[src/rtl/tetris_input_pkg.sv]
// Shared action enum, HID keycodes and FSM state type for the key auto-repeat block.
package tetris_input_pkg;

  localparam int NUM_ACTIONS = 6;

  typedef enum logic [2:0] {
    ACT_LEFT      = 3'd0,
    ACT_RIGHT     = 3'd1,
    ACT_SOFT_DROP = 3'd2,
    ACT_ROT_CW    = 3'd3,
    ACT_ROT_CCW   = 3'd4,
    ACT_HARD_DROP = 3'd5
  } action_e;

  localparam logic [7:0] HID_LEFT      = 8'h50;
  localparam logic [7:0] HID_RIGHT     = 8'h4F;
  localparam logic [7:0] HID_SOFT_DROP = 8'h51;
  localparam logic [7:0] HID_ROT_CW    = 8'h52;
  localparam logic [7:0] HID_ROT_CCW   = 8'h1D;
  localparam logic [7:0] HID_HARD_DROP = 8'h2C;

  typedef enum logic [1:0] {
    ST_IDLE   = 2'd0,
    ST_DELAY  = 2'd1,
    ST_REPEAT = 2'd2
  } rep_state_e;

  function automatic logic [7:0] action_code(input action_e a);
    case (a)
      ACT_LEFT:      return HID_LEFT;
      ACT_RIGHT:     return HID_RIGHT;
      ACT_SOFT_DROP: return HID_SOFT_DROP;
      ACT_ROT_CW:    return HID_ROT_CW;
      ACT_ROT_CCW:   return HID_ROT_CCW;
      ACT_HARD_DROP: return HID_HARD_DROP;
      default:       return 8'h00;
    endcase
  endfunction

  // Movement keys repeat; rotations and hard drop fire once per press.
  function automatic bit action_repeatable(input action_e a);
    return (a == ACT_LEFT) || (a == ACT_RIGHT) || (a == ACT_SOFT_DROP);
  endfunction

endpackage

[src/rtl/key_repeat_fsm.sv]
// Per-action IDLE/DELAY/REPEAT controller with registered one-clk pulse.
// DAS/ARR counting exists only when KEY_REPEAT_ARR_EN is defined.
module key_repeat_fsm
  import tetris_input_pkg::*;
#(
  parameter bit REPEATABLE = 1'b0,
  parameter int DAS_FRAMES = 16,
  parameter int ARR_FRAMES = 4,
  parameter int CNT_W      = 8
) (
  input  logic clk,
  input  logic reset,
  input  logic frame_tick,
  input  logic present,
  input  logic suppress,
  output logic pulse
);

  if (DAS_FRAMES < 2 || DAS_FRAMES > 255) begin : g_bad_das
    $error("key_repeat_fsm: DAS_FRAMES must be 2..255");
  end
  if (ARR_FRAMES < 1 || ARR_FRAMES > 255) begin : g_bad_arr
    $error("key_repeat_fsm: ARR_FRAMES must be 1..255");
  end
  if (REPEATABLE && (CNT_W < $clog2(DAS_FRAMES) || CNT_W < $clog2(ARR_FRAMES))) begin : g_bad_cnt
    $error("key_repeat_fsm: CNT_W too narrow for DAS/ARR");
  end

  rep_state_e state_q, state_d;
  logic       pulse_q, pulse_d;

`ifdef KEY_REPEAT_ARR_EN
  localparam logic [CNT_W-1:0] DAS_LAST = CNT_W'(DAS_FRAMES - 1);
  localparam logic [CNT_W-1:0] ARR_LAST = CNT_W'(ARR_FRAMES - 1);

  logic [CNT_W-1:0] cnt_q, cnt_d;

  function automatic logic [CNT_W-1:0] sat_inc(input logic [CNT_W-1:0] v);
    return (&v) ? v : v + CNT_W'(1);
  endfunction
`endif

  always_comb begin
    state_d = state_q;
    pulse_d = 1'b0;
`ifdef KEY_REPEAT_ARR_EN
    cnt_d   = cnt_q;
`endif
    if (frame_tick) begin
      if (!present) begin
        state_d = ST_IDLE;
`ifdef KEY_REPEAT_ARR_EN
        cnt_d   = '0;
`endif
      end else begin
        case (state_q)
          ST_IDLE: begin
            state_d = ST_DELAY;
            pulse_d = ~suppress;
`ifdef KEY_REPEAT_ARR_EN
            cnt_d   = '0;
`endif
          end
          ST_DELAY: begin
`ifdef KEY_REPEAT_ARR_EN
            // Compare before incrementing so the first repeat lands DAS_FRAMES ticks after the press.
            if (REPEATABLE) begin
              if (cnt_q == DAS_LAST) begin
                state_d = ST_REPEAT;
                cnt_d   = '0;
                pulse_d = ~suppress;
              end else begin
                cnt_d = sat_inc(cnt_q);
              end
            end
`else
            state_d = ST_DELAY;
`endif
          end
          ST_REPEAT: begin
`ifdef KEY_REPEAT_ARR_EN
            if (cnt_q == ARR_LAST) begin
              cnt_d   = '0;
              pulse_d = ~suppress;
            end else begin
              cnt_d = sat_inc(cnt_q);
            end
`else
            state_d = ST_DELAY;
`endif
          end
          default: state_d = ST_IDLE;
        endcase
      end
    end
  end

  always_ff @(posedge clk or posedge reset) begin
    if (reset) begin
      state_q <= ST_IDLE;
      pulse_q <= 1'b0;
`ifdef KEY_REPEAT_ARR_EN
      cnt_q   <= '0;
`endif
    end else begin
      state_q <= state_d;
      pulse_q <= pulse_d;
`ifdef KEY_REPEAT_ARR_EN
      cnt_q   <= cnt_d;
`endif
    end
  end

  assign pulse = pulse_q;

endmodule

[src/rtl/key_repeat_ctrl.sv]
// HID keycode sampler driving six action FSMs; auto-repeat enabled by KEY_REPEAT_ARR_EN.
// Keycodes are only observed on frame_tick; outputs are registered.
module key_repeat_ctrl
  import tetris_input_pkg::*;
#(
  parameter int NUM_SLOTS  = 4,
  parameter int DAS_FRAMES = 16,
  parameter int ARR_FRAMES = 4,
  parameter int CNT_W      = 8
) (
  input  logic                   clk,
  input  logic                   reset,
  input  logic                   frame_tick,
  input  logic [8*NUM_SLOTS-1:0] keycodes,
  output logic [5:0]             action_pulse,
  output logic [5:0]             action_held
);

  if (NUM_SLOTS < 1) begin : g_bad_slots
    $error("key_repeat_ctrl: NUM_SLOTS must be at least 1");
  end

  logic [NUM_ACTIONS-1:0] present;
  logic [NUM_ACTIONS-1:0] suppress;
  logic [NUM_ACTIONS-1:0] held_q, held_d;
  logic                   lr_conflict;

  for (genvar a = 0; a < NUM_ACTIONS; a++) begin : g_act
    localparam logic [7:0] CODE = action_code(action_e'(a));
    logic [NUM_SLOTS-1:0]  slot_hit;

    // Duplicate slots simply OR together; a zero code would match empty slots, so it is masked.
    for (genvar s = 0; s < NUM_SLOTS; s++) begin : g_slot
      assign slot_hit[s] = (keycodes[8*s +: 8] == CODE);
    end
    assign present[a] = (CODE != 8'h00) && (|slot_hit);

    key_repeat_fsm #(
      .REPEATABLE (action_repeatable(action_e'(a))),
      .DAS_FRAMES (DAS_FRAMES),
      .ARR_FRAMES (ARR_FRAMES),
      .CNT_W      (CNT_W)
    ) u_fsm (
      .clk        (clk),
      .reset      (reset),
      .frame_tick (frame_tick),
      .present    (present[a]),
      .suppress   (suppress[a]),
      .pulse      (action_pulse[a])
    );
  end

  // Opposing directions cancel each other's pulses but both FSMs keep counting.
  always_comb begin
    lr_conflict = present[ACT_LEFT] & present[ACT_RIGHT];
    suppress    = '0;
    suppress[ACT_LEFT]  = lr_conflict;
    suppress[ACT_RIGHT] = lr_conflict;
  end

  always_comb begin
    held_d = held_q;
    if (frame_tick) begin
      held_d = present;
    end
  end

  always_ff @(posedge clk or posedge reset) begin
    if (reset) begin
      held_q <= '0;
    end else begin
      held_q <= held_d;
    end
  end

  assign action_held = held_q;

endmodule

[config.mk]
export PLATFORM = sky130hd
export DESIGN_NAME = key_repeat_ctrl
export DESIGN_NICKNAME = d
export VERILOG_FILES = /design/src/rtl/tetris_input_pkg.sv /design/src/rtl/key_repeat_fsm.sv /design/src/rtl/key_repeat_ctrl.sv
export SDC_FILE = /design/constraint.sdc
export NUM_CORES = 1
export LEC_CHECK = 0
export CAP_MARGIN = 20
export CELL_PAD_IN_SITES_DETAIL_PLACEMENT = 0
export CELL_PAD_IN_SITES_GLOBAL_PLACEMENT = 1
export CORE_MARGIN = 8
export CORE_UTILIZATION = 30
export DETAILED_ROUTE_END_ITERATION = 12
export HOLD_SLACK_MARGIN = 0.02
export PLACE_DENSITY_LB_ADDON = 0.25
export SYNTH_ARGS = -nofsm -noshare
export SYNTH_HDL_FRONTEND = slang
export SYNTH_SLANG_ARGS = --single-unit
[constraint.sdc]
create_clock -name clk -period 1.3 [get_ports clk]
set_input_delay 0.26 -clock clk [delete_from_list [all_inputs] [get_ports clk]]
set_output_delay 0.26 -clock clk [all_outputs]
set_load 0.005 [all_outputs]
==> impl_summary.log, run 1 <==
[metrics] Seq/Total Area, Yosys: 33.90%
[metrics] Final Worst Setup Slack: -0.09646 ns
[metrics] switching power share of the total: 26.88%
[metrics] layer with the highest usage after global routing: met2
[metrics] async set-or-reset flop fraction in the synthesized netlist: 100.0%
[metrics] DRC marker count from the first detailed-route iteration: 47
[metrics] number of cells in the finished layout apart from fillers: 202
[metrics] number of vias in the routed layout: 1046
[metrics] Max VDD drop: 713.5 uV
[metrics] total wire length after detailed routing: 3024 um
[metrics] CP peak stage delay: 0.56 ns
[metrics] Max H-tree Level: 1
[metrics] actual slew at the worst max-slew pin: 0.4336 ns
[metrics] critical path buffer and inverter count: 2
[metrics] endpoints failing setup: 6
[metrics] CTS tree: yes
[metrics] Synth warnings: 0
[metrics] achievable frequency: 716.1 MHz
[metrics] final instance area: 0.001833 mm2
[metrics] num ports: 47
[metrics] utilization of the core after routing: 65.90%
[metrics] Synth top area share: 33.90%
[metrics] distinct cell type count after synthesis: 33
[metrics] worst clock skew: 0.008228 ns
[metrics] post-synthesis register bit count: 12
[metrics] data arrival time of the critical path: 1.59 ns
[metrics] placement-stage worst setup slack: -0.6879 ns
[metrics] Final TNS setup: -0.2914 ns
[metrics] number of standard cells after synthesis: 95
[metrics] layout overhead on the synthesized area: 106.9%
[metrics] hold violation total from the final report: 0
[metrics] number of enable flip-flop cells after synthesis: 0
[metrics] maximum buffer depth of the clock tree: 2
[metrics] DIE AREA: 0.004948 mm2
[metrics] power density over the cells: 557.0 mW/mm2
[metrics] category of the most critical setup path: in -> reg
[metrics] run status: finished, violations left
[metrics] via/cell ratio: 5.178
[metrics] dominant synthesized flop cell: dfrtp_1
[metrics] min cycle time layout: 1.396 ns
[metrics] number of clock sinks seen by CTS: 12
[metrics] Tightest Hold Check Type: in -> async
[metrics] total power: 1.021 mW
[metrics] P_sw: 0.2744 mW
[metrics] Post-Synthesis Net Count: 130
[metrics] Inst Count DP: 187
[metrics] first-pass GRT wire length: 5057 um
[metrics] number of global-route vias before repair: 1188
[metrics] GRT Total Usage: 11.87%
[metrics] Die Y: 70.34 um
[metrics] clock network power share: 28.7%
[metrics] First-pass DRT Iterations: 4
[metrics] Internal Pwr Total: 0.7466 mW
[metrics] buffers added on ports: 46
[metrics] crit share post-route: 107.4%
[metrics] Gate power share: 32.6%
[metrics] crit path max-delay cell type: or4b_4
[metrics] hpwl dp: 2374 um
[metrics] cell area after placement: 0.001514 mm2
[metrics] Slew headroom: 71.06%
[metrics] maximum number of pins on one net before global-route repair: 19
[metrics] Remaining DRCs: 0
[metrics] ordered cell list for the critical path: buf_6 -> or4b_4 -> buf_6 -> o32ai_4 -> a221oi_4 -> nor3b_2
[metrics] final routed wire length divided by cell count: 14.97 um
[metrics] smallest hold slack: 0.2758 ns
[metrics] Most common cell on crit path: buf_6
[metrics] kind of start point of the critical path: input port
[metrics] latest clock arrival within the worst-skew pair: 0.28 ns
[metrics] largest area contributor in the netlist: dfrtp_1
[metrics] Worst EP required: 1.49 ns
[metrics] kind of end point of the critical path: flop
[metrics] Final Slew Violations: 0
[metrics] layout cells sized above 1: 49.12%
[metrics] routability-driven placement congestion ratio: 0.7824
[metrics] number of nets at the end of the flow: 207
[metrics] # diodes: 0
[metrics] Lkg Pwr: 0.8853 nW
[metrics] met2 global-route usage: 22.03%
[metrics] family with the most delay on the worst path: simple AND/OR/NAND/NOR gates
[metrics] maximum capacitance violations: 0
[metrics] met3 layer usage reported by global route: 3.390%
[metrics] standard cell core area: 0.002781 mm2
[metrics] proportion of power drawn by flip-flops and latches: 38.7%
[metrics] number of placement rows: 19
[metrics] # hold bufs at CTS: 0
[metrics] effective utilization at floorplan: 31.85%
[metrics] width of the chip: 70.34 um
[metrics] overall overflow remaining after global route: 0
[metrics] Root Buffer Master: clkbuf_4
[metrics] Avg Cell Area, Syn: 9.325 um2
[metrics] violations in the final reports: negative setup slack
[metrics] setup repair after global routing missed its margin: true
[metrics] total CTS buffers: 3
[metrics] number of antenna violations at the first check in global routing: 0
[metrics] Syn Std Cell Area: 885.9 um2
[metrics] remaining number of nets flagged by the antenna check after routing: 0
[metrics] Crit Path Max Fanout: 2
[metrics] Fill cells: 230
[metrics] clock transition at the registers of the reported paths: 0.08 ns
[metrics] top cells by area, synth: dfrtp_1, buf_4, nor2_1
[metrics] GR met1 Demand/Resource: 12.27%
## worst paths after layout
kind	from	end	slack [ns]	depth (start not counted)
max	keycodes[23]	g_act[2].u_fsm.pulse$_DFF_PP0_	-0.1	6
min reg2reg	action_held[2]$_DFFE_PP0P_	g_act[2].u_fsm.pulse$_DFF_PP0_	0.53	2
min in group clk	keycodes[23]	action_held[0]$_DFFE_PP0P_	0.52	5
min	reset	action_held[0]$_DFFE_PP0P_	0.28	2
max reg2reg	action_held[1]$_DFFE_PP0P_	g_act[1].u_fsm.pulse$_DFF_PP0_	0.47	2
max in group asynchronous	reset	g_act[3].u_fsm.pulse$_DFF_PP0_	0.72	2
## cells by family (layout without fill, tap and decap cells)
kind of cell	Yosys count	in the layout	share of synthesized area [%]
AOI/OAI and AO/OA	13	13	10.59
and+or+nand+nor	61	61	49.15
DFF	12	12	33.90
buffers and inverters	9	85	6.355
## synth_stat cells, drive strengths merged, types with 3 or more instances
| master | number |
|---|---|
| dfrtp | 12 |
| nor2 | 10 |
| a21oi | 7 |
| nor3 | 7 |
| buf | 6 |
| nand2 | 5 |
| nand2b | 4 |
| nor3b | 4 |
| nor4 | 4 |
| nor4b | 4 |
| nand4b | 3 |
| nor4bb | 3 |
| or4b | 3 |
## placed cells by master (no fill, tap or decap), types with 4 or more instances in the layout
master and n:
dfrtp_1 12, buf_4 31, buf_6 5, nor2_1 10, a21oi_1 7, nand2_1 4, dlygate4sd2_1 28, nor3_2 4
buf_2 6
## registers in the layout (all words and copies together), names as in the netlist
| name | cells |
|---|---|
| g_act.u_fsm.state_q | 1 |
| g_act.u_fsm.pulse | 6 |
| action_held | 5 |
## power by group through the flow
stage,clock [mW],sequential [mW],combinational (mW)
final,0.293,0.395,0.333
after global routing,0.316,0.396,0.361
after CTS,0.303,0.395,0.317
after floorplan,0,0.407,0.0695
after detailed placement,0,0.407,0.291
after global placement,0,0.406,0.283
## layout make-up
cell class / instances / area [um2] / area share (%)
Clock buffer: 4 / 36.28 / 1.980
Inverter: 2 / 7.507 / 0.4096
Sequential cell: 12 / 300.3 / 16.38
Multi-Input combinational cell: 74 / 790.8 / 43.14
Timing Repair Buffer: 79 / 659.4 / 35.97
Tap cell: 31 / 38.79 / 2.116
## worst register-to-register path: cells and delay by family (launching register included)
kind                   cells  cell delay, ns
flip-flops                 1            0.39
buffers and inverters      1            0.14
AND/OR/NAND/NOR            1            0.25
## per-layer routing
metal,share of wire (%),vias to the layer above
met3,6.1,5
li1,-,527
met4,1.3,0
met1,39,483
met5,0,-
met2,54,31
## timing repair
| item | 4_1_cts | 5_1_grt |
|---|---|---|
| pin swaps | 22 | 17 |
| setup endpoints to repair | 24 | 12 |
| resized for setup | 110 | 17 |
| buffers inserted | 10 | 1 |
No activity file was read; power rests on OpenSTA's default activity.
==> run 2, diff against run 1 <==
CTS_CLUSTER_SIZE = 16   (was default)
==> results of run 2 <==
The final DEF is identical to that of run 1; final timing and power are the same.
